## config.mk

```make
export PLATFORM = sky130hd
export DESIGN_NAME = seq_divider32_flat
export DESIGN_NICKNAME = d
export VERILOG_FILES = /design/src/rtl/seq_divider32_pkg.sv /design/src/rtl/seq_divider32_if.sv /design/src/rtl/cla_addsub32.sv /design/src/rtl/div_abs32.sv /design/src/rtl/seq_divider32.sv /design/src/flat_wrapper.sv
export SDC_FILE = /design/constraint.sdc
export NUM_CORES = 1
export LEC_CHECK = 0
export CAP_MARGIN = 5
export CORE_UTILIZATION = 62
export CTS_BUF_LIST = sky130_fd_sc_hd__clkbuf_16
export DETAILED_ROUTE_END_ITERATION = 8
export GPL_ROUTABILITY_DRIVEN = 0
export PLACE_DENSITY = 0.82
export SLEW_MARGIN = 20
export SYNTH_ARGS = -nofsm -noshare
export SYNTH_HDL_FRONTEND = slang
export SYNTH_SLANG_ARGS = --single-unit
```

## constraint.sdc

```tcl
create_clock -name clk -period 6.9 [get_ports clk]
set_clock_uncertainty 0.1 [all_clocks]
set_input_delay 1.035 -clock clk [delete_from_list [all_inputs] [get_ports clk]]
set_output_delay 1.035 -clock clk [all_outputs]
set_load 0.02 [all_outputs]
```

## src/rtl/seq_divider32_pkg.sv

```systemverilog
// Shared definitions for the sequential 32-bit divider: widths, iteration count and FSM states.
package seq_divider32_pkg;

  localparam int unsigned DIV_WIDTH = 32;
  localparam int unsigned DIV_ITERS = 32;
  localparam logic [31:0] INT_MIN   = 32'h8000_0000;

  typedef enum logic [2:0] {
    DIV_IDLE = 3'd0,
    DIV_PREP = 3'd1,
    DIV_ITER = 3'd2,
    DIV_FIX  = 3'd3,
    DIV_DONE = 3'd4
  } div_state_e;

endpackage

```

## src/rtl/seq_divider32_if.sv

```systemverilog
// Request/result bundle between the MDU issue logic (master) and the divider (slave).
interface seq_divider32_if;

  logic                                  start;
  logic                                  is_signed;
  logic [seq_divider32_pkg::DIV_WIDTH-1:0] dividend;
  logic [seq_divider32_pkg::DIV_WIDTH-1:0] divisor;
  logic                                  busy;
  logic                                  done;
  logic [seq_divider32_pkg::DIV_WIDTH-1:0] quotient;
  logic [seq_divider32_pkg::DIV_WIDTH-1:0] remainder;
  logic                                  dz;
  logic                                  ovf;

  modport master (
    output start, is_signed, dividend, divisor,
    input  busy, done, quotient, remainder, dz, ovf
  );

  modport slave (
    input  start, is_signed, dividend, divisor,
    output busy, done, quotient, remainder, dz, ovf
  );

endinterface

```

## src/rtl/cla_addsub32.sv

```systemverilog
// 32-bit carry-lookahead adder/subtractor (op=1: a-b, cf=1 means no borrow), 4-bit lookahead groups.
module cla_addsub32
  import seq_divider32_pkg::*;
(
  input  logic [31:0] i_a,
  input  logic [31:0] i_b,
  input  logic        i_op,
  output logic [31:0] o_sum,
  output logic        o_cf
);

  logic [31:0] w_bx;
  logic [31:0] w_g;
  logic [31:0] w_p;
  logic [32:0] w_c;
  logic        w_gg;
  logic        w_gp;

  always_comb begin
    w_bx = i_b ^ {32{i_op}};
    w_g  = i_a & w_bx;
    w_p  = i_a ^ w_bx;
    w_c  = '0;
    w_gg = 1'b0;
    w_gp = 1'b1;
    w_c[0] = i_op;
    for (int unsigned k = 0; k < 8; k++) begin
      w_gg = 1'b0;
      w_gp = 1'b1;
      for (int unsigned j = 0; j < 4; j++) begin
        w_gg = w_g[4*k+j] | (w_p[4*k+j] & w_gg);
        w_gp = w_gp & w_p[4*k+j];
      end
      for (int unsigned j = 0; j < 3; j++) begin
        w_c[4*k+j+1] = w_g[4*k+j] | (w_p[4*k+j] & w_c[4*k+j]);
      end
      // group carry-out comes straight from group generate/propagate
      w_c[4*k+4] = w_gg | (w_gp & w_c[4*k]);
    end
  end

  assign o_sum = w_p ^ w_c[31:0];
  assign o_cf  = w_c[32];

endmodule

```

## src/rtl/div_abs32.sv

```systemverilog
// Conditional two's-complement negate; wraps, so INT_MIN maps to itself.
module div_abs32
  import seq_divider32_pkg::*;
(
  input  logic        i_en,
  input  logic [31:0] i_data,
  output logic [31:0] o_data
);

  assign o_data = i_en ? (~i_data + 32'd1) : i_data;

endmodule

```

## src/rtl/seq_divider32.sv

```systemverilog
// Multi-cycle restoring divider (signed/unsigned); one CLA trial subtraction per iteration.
module seq_divider32
  import seq_divider32_pkg::*;
#(
  parameter int unsigned WIDTH = 32,
  parameter int unsigned CNT_W = 6
) (
  input  logic            clk,
  input  logic            rst,
  seq_divider32_if.slave  bus
);

  div_state_e       r_state, w_state_nxt;
  logic [CNT_W-1:0] r_cnt;
  logic [WIDTH-1:0] r_dvd, r_dvs, r_dvs_abs, r_q, r_rem_p, r_quot, r_rem;
  logic             r_signed, r_qneg, r_rneg;
  logic             r_busy, r_done, r_dz, r_ovf;

  logic             w_accept, w_dz_op, w_ovf_op;
  logic             w_dvd_neg, w_dvs_neg, w_cf, w_ge;
  logic [WIDTH-1:0] w_dvd_abs, w_dvs_abs, w_trial, w_quot_fix, w_rem_fix;
  logic [WIDTH:0]   w_rs;

  assign w_dz_op   = (r_dvs == '0);
  assign w_ovf_op  = r_signed & (r_dvd == INT_MIN) & (r_dvs == '1);
  assign w_dvd_neg = r_signed & r_dvd[WIDTH-1];
  assign w_dvs_neg = r_signed & r_dvs[WIDTH-1];

  // Stored remainder is always below the divisor, so only the shifted value needs bit 32.
  assign w_rs = {r_rem_p, r_q[WIDTH-1]};
  assign w_ge = w_rs[WIDTH] | w_cf;

  div_abs32 u_abs_dvd (.i_en(w_dvd_neg), .i_data(r_dvd),   .o_data(w_dvd_abs));
  div_abs32 u_abs_dvs (.i_en(w_dvs_neg), .i_data(r_dvs),   .o_data(w_dvs_abs));
  div_abs32 u_abs_q   (.i_en(r_qneg),    .i_data(r_q),     .o_data(w_quot_fix));
  div_abs32 u_abs_r   (.i_en(r_rneg),    .i_data(r_rem_p), .o_data(w_rem_fix));

  cla_addsub32 u_cla (
    .i_a   (w_rs[WIDTH-1:0]),
    .i_b   (r_dvs_abs),
    .i_op  (1'b1),
    .o_sum (w_trial),
    .o_cf  (w_cf)
  );

  always_comb begin
    w_state_nxt = r_state;
    w_accept    = 1'b0;
    unique case (r_state)
      DIV_IDLE: if (bus.start) begin
        w_accept    = 1'b1;
        w_state_nxt = DIV_PREP;
      end
      // zero divisor skips ITER but still passes through FIX so done lands two cycles after start
      DIV_PREP: w_state_nxt = w_dz_op ? DIV_FIX : DIV_ITER;
      DIV_ITER: if (r_cnt == CNT_W'(DIV_ITERS - 1)) w_state_nxt = DIV_FIX;
      DIV_FIX:  w_state_nxt = DIV_DONE;
      DIV_DONE: begin
        w_accept    = bus.start;
        w_state_nxt = bus.start ? DIV_PREP : DIV_IDLE;
      end
      default:  w_state_nxt = DIV_IDLE;
    endcase
  end

  always_ff @(posedge clk) begin
    if (rst) begin
      r_state   <= DIV_IDLE;
      r_cnt     <= '0;
      r_dvd     <= '0;
      r_dvs     <= '0;
      r_dvs_abs <= '0;
      r_q       <= '0;
      r_rem_p   <= '0;
      r_quot    <= '0;
      r_rem     <= '0;
      r_signed  <= 1'b0;
      r_qneg    <= 1'b0;
      r_rneg    <= 1'b0;
      r_busy    <= 1'b0;
      r_done    <= 1'b0;
      r_dz      <= 1'b0;
      r_ovf     <= 1'b0;
    end else begin
      r_state <= w_state_nxt;
      r_done  <= 1'b0;
      if (w_accept) begin
        r_dvd    <= bus.dividend;
        r_dvs    <= bus.divisor;
        r_signed <= bus.is_signed;
        r_busy   <= 1'b1;
        r_dz     <= 1'b0;
        r_ovf    <= 1'b0;
      end
      case (r_state)
        DIV_PREP: begin
          r_q       <= w_dvd_abs;
          r_dvs_abs <= w_dvs_abs;
          r_rem_p   <= '0;
          r_qneg    <= w_dvd_neg ^ w_dvs_neg;
          r_rneg    <= w_dvd_neg;
          r_cnt     <= '0;
        end
        DIV_ITER: begin
          r_cnt   <= r_cnt + CNT_W'(1);
          r_rem_p <= w_ge ? w_trial : w_rs[WIDTH-1:0];
          r_q     <= {r_q[WIDTH-2:0], w_ge};
        end
        DIV_FIX: begin
          r_busy <= 1'b0;
          r_done <= 1'b1;
          if (w_dz_op) begin
            r_quot <= '1;
            r_rem  <= r_dvd;
            r_dz   <= 1'b1;
          end else begin
            r_quot <= w_quot_fix;
            r_rem  <= w_rem_fix;
            r_ovf  <= w_ovf_op;
          end
        end
        default: ;
      endcase
    end
  end

  assign bus.busy      = r_busy;
  assign bus.done      = r_done;
  assign bus.quotient  = r_quot;
  assign bus.remainder = r_rem;
  assign bus.dz        = r_dz;
  assign bus.ovf       = r_ovf;

endmodule

```

## src/flat_wrapper.sv

```systemverilog
// flat-port wrapper written by rule: the top's interface ports become plain ports
module seq_divider32_flat import seq_divider32_pkg::*;
#(
  parameter int unsigned WIDTH = 32,
  parameter int unsigned CNT_W = 6
)
  (clk, rst, bus_start, bus_is_signed, bus_dividend, bus_divisor, bus_busy, bus_done, bus_quotient, bus_remainder, bus_dz, bus_ovf);
  seq_divider32_if bus_i ();
  input  logic clk;
  input  logic rst;
  input wire logic [$bits(bus_i.start)-1:0] bus_start;
  input wire logic [$bits(bus_i.is_signed)-1:0] bus_is_signed;
  input wire logic [$bits(bus_i.dividend)-1:0] bus_dividend;
  input wire logic [$bits(bus_i.divisor)-1:0] bus_divisor;
  output wire logic [$bits(bus_i.busy)-1:0] bus_busy;
  output wire logic [$bits(bus_i.done)-1:0] bus_done;
  output wire logic [$bits(bus_i.quotient)-1:0] bus_quotient;
  output wire logic [$bits(bus_i.remainder)-1:0] bus_remainder;
  output wire logic [$bits(bus_i.dz)-1:0] bus_dz;
  output wire logic [$bits(bus_i.ovf)-1:0] bus_ovf;
  assign bus_i.start = bus_start;
  assign bus_i.is_signed = bus_is_signed;
  assign bus_i.dividend = bus_dividend;
  assign bus_i.divisor = bus_divisor;
  assign bus_busy = bus_i.busy;
  assign bus_done = bus_i.done;
  assign bus_quotient = bus_i.quotient;
  assign bus_remainder = bus_i.remainder;
  assign bus_dz = bus_i.dz;
  assign bus_ovf = bus_i.ovf;
  seq_divider32 #(.WIDTH(WIDTH), .CNT_W(CNT_W)) u_core (.clk(clk), .rst(rst), .bus(bus_i));
endmodule
```

# After elaboration in Yosys (flattened, before gate mapping)
# Cells that the tools add are included.
[totals]
reg_bits = 240
inputBits = 68
output_inout_bits = 68
wordCells = 207
[classes]
n_addsub = 5
eq_ne = 9
muxes = 24
n_bitwise = 148
n_reduce_logical = 5
[ops]
columns = ["op", "n"]
rows = [
  ["32-bit 2-to-1 mux", 7],
  ["32-bit NOT", 5],
  ["32-bit by 1-bit adder with 32-bit output (second input constant)", 4],
  ["32-bit case mux with 2 select lines", 2],
  ["1-bit bitwise AND", 82],
  ["32-bit == test (second input constant)", 2],
  ["32-bit XOR", 2],
  ["1-bit bitwise OR", 57],
  ["32-bit bitwise AND", 1],
  ["32-bit zero test", 1],
  ["3-bit case mux with 5 select lines", 1],
  ["6-bit case mux with 2 select lines", 1],
  ["1-bit 2-to-1 mux", 10],
  ["6-bit by 1-bit adder with 6-bit output (second input constant)", 1],
  ["3-bit by 2-bit == test with 1-bit output (second input constant)", 2],
  ["6-bit by 5-bit == test with 1-bit output (second input constant)", 1],
  ["3-bit 2-to-1 mux", 2],
  ["3-bit by 1-bit == test with 1-bit output (second input constant)", 1],
  ["3-bit == test (second input constant)", 1],
  ["3-bit zero test", 1],
  ["2-bit by 1-bit != test with 1-bit output (second input constant)", 1],
  ["2-bit != test (second input constant)", 1],
  ["1-bit case mux with 2 select lines", 1],
  ["2-bit AND reduction", 1],
  ["other kinds (3)", 3],
]

# Logic depth before layout (Yosys ltp)
# Gate-level depths: netlist of run 1.
[logic_depth]
word_depth = 30
mapped_depth = 15

# Modules after synthesis
# From an unflattened synthesis of run 1, not the netlist that was laid out.
[unflattened]
hier_cells = 1792
area_unflattened_um2 = 14545.2
[by_module_without_submodules]
columns = ["module", "n_inst", "cells_each", "area_each_um2", "seq_area_each_um2"]
rows = [
  ["seq_divider32", 1, 1170, 9542.9, 4804.6],
  ["div_abs32", 4, 99, 777.0, 0.0],
  ["cla_addsub32", 1, 226, 1894.3, 0.0],
]

# Least setup slack after synthesis of run 1
# Ideal clock, no wire load.
[synth_path]
path_kind = "reg-to-reg"
startpoint = "register u_core.r_q[31]"
endpoint = "register u_core.r_rem_p[23]"
setup_time_ns = 0.117
arrival_ns = 3.377
path_slack_ns = 3.305
path_stages_with_launch = 16
path_buffers = 0
synth_period_minus_slack_ns = 3.595
cell_sequence = "dfxtp_1 inv_1 ha_1 o21ai_0 a221oi_1 or2_2 a21oi_1 o21ai_0 nand2_1 nand2_1 fa_1 fa_1 fa_1 xnor2_1 o21ai_0 a32o_1"
[synth_via]
elab_chain_len = 25
word_cells_on_any_way = 36
cone_classes = "mux: 2; bitwise: 34"
[synth_rtl]
columns = ["item", "line_no", "text"]
rows = [
  ["start, declared", "seq_divider32.sv:15", "logic [WIDTH-1:0] r_dvd, r_dvs, r_dvs_abs, r_q, r_rem_p, r_quot, r_rem;"],
  ["start signal, assigned", "seq_divider32.sv:97", "r_q <= w_dvd_abs;"],
  ["start signal, assigned", "seq_divider32.sv:107", "r_q <= {r_q[WIDTH-2:0], w_ge};"],
  ["32-bit bitwise AND", "cla_addsub32.sv:21", "w_g = i_a & w_bx;"],
  ["1-bit bitwise AND", "cla_addsub32.sv:31", "w_gg = w_g[4*k+j] | (w_p[4*k+j] & w_gg);"],
  ["1-bit bitwise OR", "cla_addsub32.sv:31", ""],
  ["1-bit bitwise AND", "cla_addsub32.sv:31", ""],
  ["1-bit bitwise OR", "cla_addsub32.sv:31", ""],
  ["1-bit bitwise AND", "cla_addsub32.sv:31", ""],
  ["1-bit bitwise OR", "cla_addsub32.sv:31", ""],
  ["1-bit bitwise OR *", "cla_addsub32.sv:38", "w_c[4*k+4] = w_gg | (w_gp & w_c[4*k]);"],
  ["(+9 left out)", "n/a", ""],
  ["1-bit bitwise OR, on equally long branches", "cla_addsub32.sv:35, cla_addsub32.sv:38", ""],
  ["1-bit bitwise AND, on equally long branches", "cla_addsub32.sv:35, cla_addsub32.sv:38", ""],
  ["1-bit bitwise OR, on equally long branches", "cla_addsub32.sv:35, cla_addsub32.sv:38", ""],
  ["1-bit bitwise AND, on equally long branches", "cla_addsub32.sv:35, cla_addsub32.sv:38", ""],
  ["1-bit bitwise OR, on equally long branches", "cla_addsub32.sv:35, cla_addsub32.sv:38", ""],
  ["32-bit XOR / 1-bit bitwise OR (equally long branches)", "cla_addsub32.sv:42, seq_divider32.sv:31", ""],
  ["32-bit 2-to-1 mux *", "seq_divider32.sv:106", "r_rem_p <= w_ge ? w_trial : w_rs[WIDTH-1:0];"],
  ["32-bit case mux with 2 select lines *", "seq_divider32.sv:95", "case (r_state)"],
  ["end signal, assigned", "seq_divider32.sv:106", ""],
  ["end, declared", "seq_divider32.sv:15", ""],
]
# Every way passes the cells marked *; elsewhere a longest branch is shown, timed or not.
# A chain may end at the register's enable or synchronous reset.

# Worst setup path in the final report of run 1
[layout_path]
startpoint = "register u_core.r_rem_p[24]"
endpoint = "register u_core.r_rem_p[6]"
[layout_via]
elab_chain_len = 13
word_cells_on_any_way = 18
cone_classes = "mux: 2; bitwise: 16"
[layout_rtl]
columns = ["item", "line_no", "text"]
rows = [
  ["32-bit XOR", "cla_addsub32.sv:22", "w_p = i_a ^ w_bx;"],
  ["1-bit bitwise AND", "cla_addsub32.sv:31", ""],
  ["1-bit bitwise OR", "cla_addsub32.sv:31", ""],
  ["1-bit bitwise AND", "cla_addsub32.sv:31", ""],
  ["1-bit bitwise OR", "cla_addsub32.sv:31", ""],
  ["1-bit bitwise AND", "cla_addsub32.sv:31", ""],
  ["1-bit bitwise OR", "cla_addsub32.sv:31", ""],
  ["1-bit bitwise OR *", "cla_addsub32.sv:38", ""],
  ["1-bit bitwise AND *", "cla_addsub32.sv:38", ""],
  ["1-bit bitwise OR *", "cla_addsub32.sv:38", ""],
  ["1-bit bitwise OR *", "seq_divider32.sv:31", "assign w_ge = w_rs[WIDTH] | w_cf;"],
  ["32-bit 2-to-1 mux *", "seq_divider32.sv:106", ""],
  ["32-bit case mux with 2 select lines *", "seq_divider32.sv:95", ""],
]
# Marked as above.

==> metrics.txt, run 1 <==
Fin Setup TNS=0 ps; wire length per cell=17.9 um; port bufs=135; RSZ-0062 raised after global routing=no; Slew headroom=22.6%; # nets final=1837; min cycle time layout=4150 ps; Final Cycle Share=60.2%; Residual DRC=0; clock latency on the worst-skew pair=540 ps; largest net degree at the start of global routing=120; drt first pass iters=6; Int Pwr=0.00278 W; main flop type after synthesis=dfxtp_1; final hold vios=0; syn nets=1780; Ports=136; Setup crit end kind=flip-flop; die height=147 um; Clock power frac=32.8%; LEAKAGE=5.57 nW; initial cell density of the core=63.9%; initial antenna violation count=0; Antenna diodes=0; Setup violations, final=0; CTS tree=built; syn avg cell area=7.94 sq um; Switching Share=34.5%; CP Launch Type=flip-flop; dpl cell area=14500 sq um; most frequent cells in the layout=nand2_1, dfxtp_1, a21oi_1, clkdlybuf4s50_1, nor2_1; Num CTS Buffers=26; fmax=0.241 GHz; crit-path max FO=26; FF+latch count, synth=240; first-pass GRT wire length=58700 um; Worst-path clk slew=60 ps; worst-margin pin slew=1160 ps; GRT Total Usage=33.1%; Rows=52; Pins Over Slew Limit=0; cells after synthesis=1650; DR iter-0 viols=1151; asr flop ratio synth=0%; # resized after CTS=0; Post-CTS Setup Bufs=0; DIE AREA=21700 sq um; top layer reached by signal wires=met4; Finished Cell Area=15300 sq um; Post-synth EDFFs=0; met2 WL=16200 um; CTS root buffer=clkbuf_16; register area share after synthesis=36.7%; die width=147 um; routed wl met3=2730 um; reported net switching power=0.00147 W; Layout fillers=1631; Req. time, crit path=7200 ps; Avg Vias per Cell=6.20; Hold Crit Class=flip-flop to flip-flop; vias in the first global route=11800; max cap viols=0; clock tree buffer depth=3; antenna-violating nets left=0; Cell Pwr Density=278 nW/um^2; Synth Warn #=0; sequential power share=38.3%; Layout area overhead=16.9%; share of layout cells above drive strength 1=4.00%; hold_buf cts=0; core footprint=20500 sq um; CTS sink cnt=240; CTS HTree Levels=1; synth unique cells=59; most common cell after layout, fill and taps aside=nand2_1; DPL Wire Length=24600 um; metal1 wirelength=15500 um; status=finished, final reports clean; Post-Syn Area=13100 sq um; combinational group share of total power=28.9%; Critical Path AT=4450 ps; Setup CP Type=flip-flop to flip-flop; VDD IR-drop max=0.000198 V; grt ovf=0; vias=12400; drt total wl=35600 um
[state kept, by name, summed over array words and instances (netlist names)]
name,cells
u_core.bus.quotient,32
u_core.bus.remainder,32
u_core.r_dvd,32
u_core.r_dvs,32
u_core.r_dvs_abs,32
u_core.r_q,32
u_core.r_rem_p,32
u_core.r_cnt,6
u_core.r_state,3
u_core.bus.busy,1
u_core.bus.done,1
u_core.bus.dz,1
u_core.bus.ovf,1
u_core.r_qneg,1
u_core.r_rneg,1
u_core.r_signed,1
[layout make-up]
class / count / area [sq um] / area share [%]
multi-input cells: 1232 / 7640 / 49.9
flip-flops and latches: 240 / 4800 / 31.4
repair buffers: 150 / 1470 / 9.57
clock buffers: 26 / 651 / 4.25
well taps: 270 / 338 / 2.21
inverters: 57 / 214 / 1.40
clock inverters: 18 / 194 / 1.27
[synthesized netlist by cell type (17+ instances only)]
cell      count  area, sq um
a211oi_1     37          278
a21oi_1     165          826
a22oi_1      33          248
clkbuf_1    101          379
dfxtp_1     240         4800
fa_1         23          460
ha_1         39          488
inv_1        57          214
nand2_1     295         1110
nand3_1      22          110
nand4_1      37          231
nor2_1      131          492
nor3_1       33          165
o211ai_1     43          323
o21ai_0      52          260
o31ai_1      19          143
o41ai_1      17          149
or3_1        23          144
xnor2_1      72          631
xor2_1       52          455
[stage by stage]
step / hold WS [ps] / worst slack (ps) / std cells / power, W / util, %
3_5_place_dp: 348 / 2880 / 1949 / 0.00284 / 70.5
5_1_grt: 370 / 2460 / 1993 / 0.00446 / 74.7
3_3_place_gp: 342 / 2950 / 1949 / 0.00280 / 70.5
2_1_floorplan: 332 / 3310 / 1650 / 0.00250 / -
6_report: 355 / 2750 / 1993 / 0.00425 / 74.7
4_1_cts: 357 / 2850 / 1993 / 0.00423 / 74.7
[power by group through the flow]
stage	clock (W)	sequential [W]	combinational, W
floorplan	0	0.00162	0.000875
global placement	0	0.00165	0.00115
detailed placement	0	0.00165	0.00119
CTS	0.00140	0.00162	0.00121
global route	0.00145	0.00164	0.00137
finish	0.00139	0.00163	0.00123
[metal layers]
layer  up-vias  global-route usage [%]
met3        89                    4.35
met2       525                    53.0
met5         -                       0
met1      5826                    45.3
li1       5914                       -
met4         0                    12.8
[cells by family (layout without fill, tap and decap cells)]
kind of cell	count (synthesis)	after routing	synth area share (%)
buffers and inverters	178	251	5.18
flip-flops	240	240	36.7
XOR/XNOR	124	124	8.29
AND/OR/NAND/NOR	604	604	20.9
adder cells (fa/ha/maj)	62	62	7.24
multiplexers	3	3	0.239
AO/OA/AOI/OAI	439	439	21.5
[critical path, cell delays in order (launching register included)]
cell and delay [ps]:
dfxtp_1 490, ha_1 300, a21o_1 180, a21o_1 170
a21oi_1 180, o211a_1 760, inv_1 570, nor2_1 830
buf_4 320, o211ai_1 120
[final timing paths]
check / start / endpoint / slack (ps) / cells after the start
min: u_core.bus.remainder[9] / u_core.bus.remainder[9] / 360 / 2
min reg2reg: u_core.bus.remainder[9] / u_core.bus.remainder[9] / 360 / 2
max: u_core.r_rem_p[24] / u_core.r_rem_p[6] / 2750 / 9
max reg2reg: u_core.r_rem_p[24] / u_core.r_rem_p[6] / 2750 / 9
Power figures use the tool's default switching activity.
==> run 2, diff against run 1 <==
Settings changed: CORE_UTILIZATION 62 to 52, PLACE_DENSITY 0.82 to 0.73.
Clock period 6.9 ns to 3.7 ns, I/O delays scaled along.
==> run 2 against run 1 <==
  * Utilization fell by 10 points
  * Critical path depth increased by 5
  * Final cell count grew 5.4%
  * First-iteration DRC count down 15%
  * Clock power is 99% higher
  * Total power grew 95%
  * Sequential share of layout area is 1.1 points lower
  * Worst setup slack got worse by 2700 ps
  * Sequential cell count unchanged
==> metrics.txt, run 2 (synthesis results as in run 1) <==
status=finished, final reports clean (unchanged); min cycle time layout=3620 ps (was 4150 ps); Worst-path clk slew=60 ps (about the same); vias in the first global route=11600 (was 11800); port bufs=135 (unchanged); WHS=331 ps (was 355 ps); CP max-delay cell=fa_1 (was nor2_1); CP Launch Type=flip-flop (unchanged); most frequent cells in the layout=nand2_1, dfxtp_1, a21oi_1, clkdlybuf4s50_1, nor2_1 (unchanged); die height=161 um (was 147 um); hold_buf cts=0 (unchanged); Min-Delay Endpoint=u_core.bus.quotient[27] (was u_core.bus.remainder[9]); antenna-violating nets left=0 (unchanged); Avg Vias per Cell=5.83 (was 6.20); hold path depth=2 (unchanged); Antenna diodes=0 (unchanged); sequential power share=36.2% (was 38.3%); Final Cycle Share=97.9% (was 60.2%); Layout area overhead=21.1% (was 16.9%); CTS sink cnt=240 (unchanged); max cap viols=0 (unchanged); drt first pass iters=6 (unchanged); Num CTS Buffers=27 (was 26); Fin Setup TNS=0 ps (unchanged); Hold Crit Class=primary input to flip-flop (was flip-flop to flip-flop); combinational group share of total power=30.4% (was 28.9%); Slew headroom=45.5% (was 22.6%); Cell Pwr Density=522 nW/um^2 (was 278 nW/um^2); CTS tree=built (unchanged); grt ovf=0 (unchanged); drt total wl=36400 um (was 35600 um); initial cell density of the core=53.4% (was 63.9%); Setup CP Type=flip-flop to flip-flop (unchanged); register area=4800 sq um (unchanged); Ports=136 (unchanged); crit-path max FO=3 (was 26); final hold vios=0 (unchanged); core footprint=24500 sq um (was 20500 sq um); largest net degree at the start of global routing=76 (was 120); first-pass GRT wire length=59400 um (was 58700 um); CTS root buffer=clkbuf_16 (unchanged); reported net switching power=0.00283 W (was 0.00147 W); LEAKAGE=5.87 nW (was 5.57 nW); DPL Wire Length=25900 um (was 24600 um); Req. time, crit path=4030 ps (was 7200 ps); vias=12300 (was 12400); Residual DRC=0 (unchanged); fmax=0.276 GHz (was 0.241 GHz); CTS HTree Levels=1 (unchanged); RSZ-0062 raised after global routing=yes (was no); die width=161 um (was 147 um); DIE AREA=25800 sq um (was 21700 sq um); # nets final=1886 (was 1837); worst reg-to-reg setup slack=80 ps (was 2750 ps); reg2reg path depth=14 (was 9); slowest stage delay, CP=390 ps (was 830 ps); Cell Chain, Critical Path=inv_1, ha_1, and3_1, a221oi_2, and3_1, o21ai_1, nand2_1, inv_1, fa_1, fa_1, fa_2, xnor2_2, o21ai_0, a32o_1 (was ha_1, a21o_1, a21o_1, a21oi_1, o211a_1, inv_1, nor2_1, buf_4, o211ai_1); Rows=57 (was 52); most common cell after layout, fill and taps aside=nand2_1 (unchanged); GRT Total Usage=28.0% (was 33.1%); Reg-to-Reg Start=u_core.r_dvs_abs[23] (was u_core.r_rem_p[24]); DR iter-0 viols=973 (was 1151); Layout fillers=2167 (was 1631); clock latency on the worst-skew pair=550 ps (was 540 ps); share of layout cells above drive strength 1=7.71% (was 4.00%); Switching Share=34.2% (was 34.5%); worst-margin pin slew=818 ps (was 1160 ps); FF-to-FF End=u_core.r_rem_p[27] (was u_core.r_rem_p[6]); Setup crit end kind=flip-flop (unchanged); Int Pwr=0.00545 W (was 0.00278 W); clock tree buffer depth=3 (unchanged); Hold Startpoint=rst (was u_core.bus.remainder[9]); wire length per cell=17.3 um (was 17.9 um); Multi-input gate area=7700 sq um (was 7640 sq um); Setup violations, final=0 (unchanged); VDD IR-drop max=0.000329 V (was 0.000198 V); Pins Over Slew Limit=0 (unchanged); initial antenna violation count=0 (unchanged); Critical Path AT=3950 ps (was 4450 ps); Clock power frac=33.4% (was 32.8%)
## run 2: cell types whose count changed in the layout (fill, tap and decap cells not counted), sizes merged
cell	change
clkbuf	+1
clkinv	+5
clkinvlp	+1
inv	-2
bufinv	+1
buf	+48
## run 2: repair_timing
item,in CTS,in global routing
pin swaps,0,8
gates resized for setup,4,13
gates cloned,0,0
setup buffers,0,2
endpoints found under the hold margin,0,0
endpoints found under the setup margin,4,5
## run 2: worst max-delay path by stage
stage	cells past startpoint	from	end	slack, ps
2_1_floorplan	15	u_core.r_q[31]	u_core.r_rem_p[23]	110
3_3_place_gp	15	u_core.r_q[31]	u_core.r_rem_p[23]	-100
3_5_place_dp	15	u_core.r_q[31]	u_core.r_rem_p[23]	-120
4_1_cts	15	u_core.r_q[31]	u_core.r_rem_p[23]	20
5_1_grt	14	u_core.r_dvs_abs[23]	u_core.r_rem_p[27]	-100
6_report	14	u_core.r_dvs_abs[23]	u_core.r_rem_p[27]	80
## run 2: stage by stage
step / cell area, sq um / instances / power, W / util [%] / worst slack (ps)
finish: 15900 / 2101 / 0.00828 / 64.7 / 78.9
CTS: 15800 / 2099 / 0.00824 / 64.4 / 20.3
global route: 15900 / 2101 / 0.00874 / 64.7 / -97.8
detailed placement: 14900 / 2049 / 0.00546 / 60.7 / -123
global placement: 14900 / 2049 / 0.00541 / 60.7 / -97.7
floorplan: 13100 / 1650 / 0.00466 / - / 105
## run 2: final cells by class
cell class	instances	share of cell area [%]
clock inverters	23	1.48
inverters	57	1.35
well taps	324	2.55
multi-input cells	1232	48.5
flip-flops and latches	240	30.3
repair buffers	198	11.6
clock buffers	27	4.26
## run 2: worst max-delay path: cells and delay by family, from the launching register on
kind / cells / cell delay (ps)
adder cells (fa/ha/maj): 4 / 1450
AO/OA/AOI/OAI: 4 / 850
AND/OR/NAND/NOR: 3 / 550
flip-flops: 1 / 320
XOR/XNOR: 1 / 130
buffers and inverters: 2 / 100
## run 2: layer usage
layer  GRT usage, %  vias up  part of all wire (%)
met5              0        -                     0
met4           8.92        0                   2.5
met3           4.29       67                   7.4
met2           45.1      443                    45
met1           38.5     5700                    45
li1               -     6045                     -
## run 2: power by group through the flow
| stage | logic (W) | clock network (W) | registers, W |
|---|---|---|---|
| after floorplan | 0.00163 | 0 | 0.00303 |
| after global placement | 0.00237 | 0 | 0.00304 |
| after detailed placement | 0.00241 | 0 | 0.00305 |
| after CTS | 0.00244 | 0.00280 | 0.00300 |
| after global routing | 0.00280 | 0.00291 | 0.00303 |
| final | 0.00251 | 0.00276 | 0.00300 |
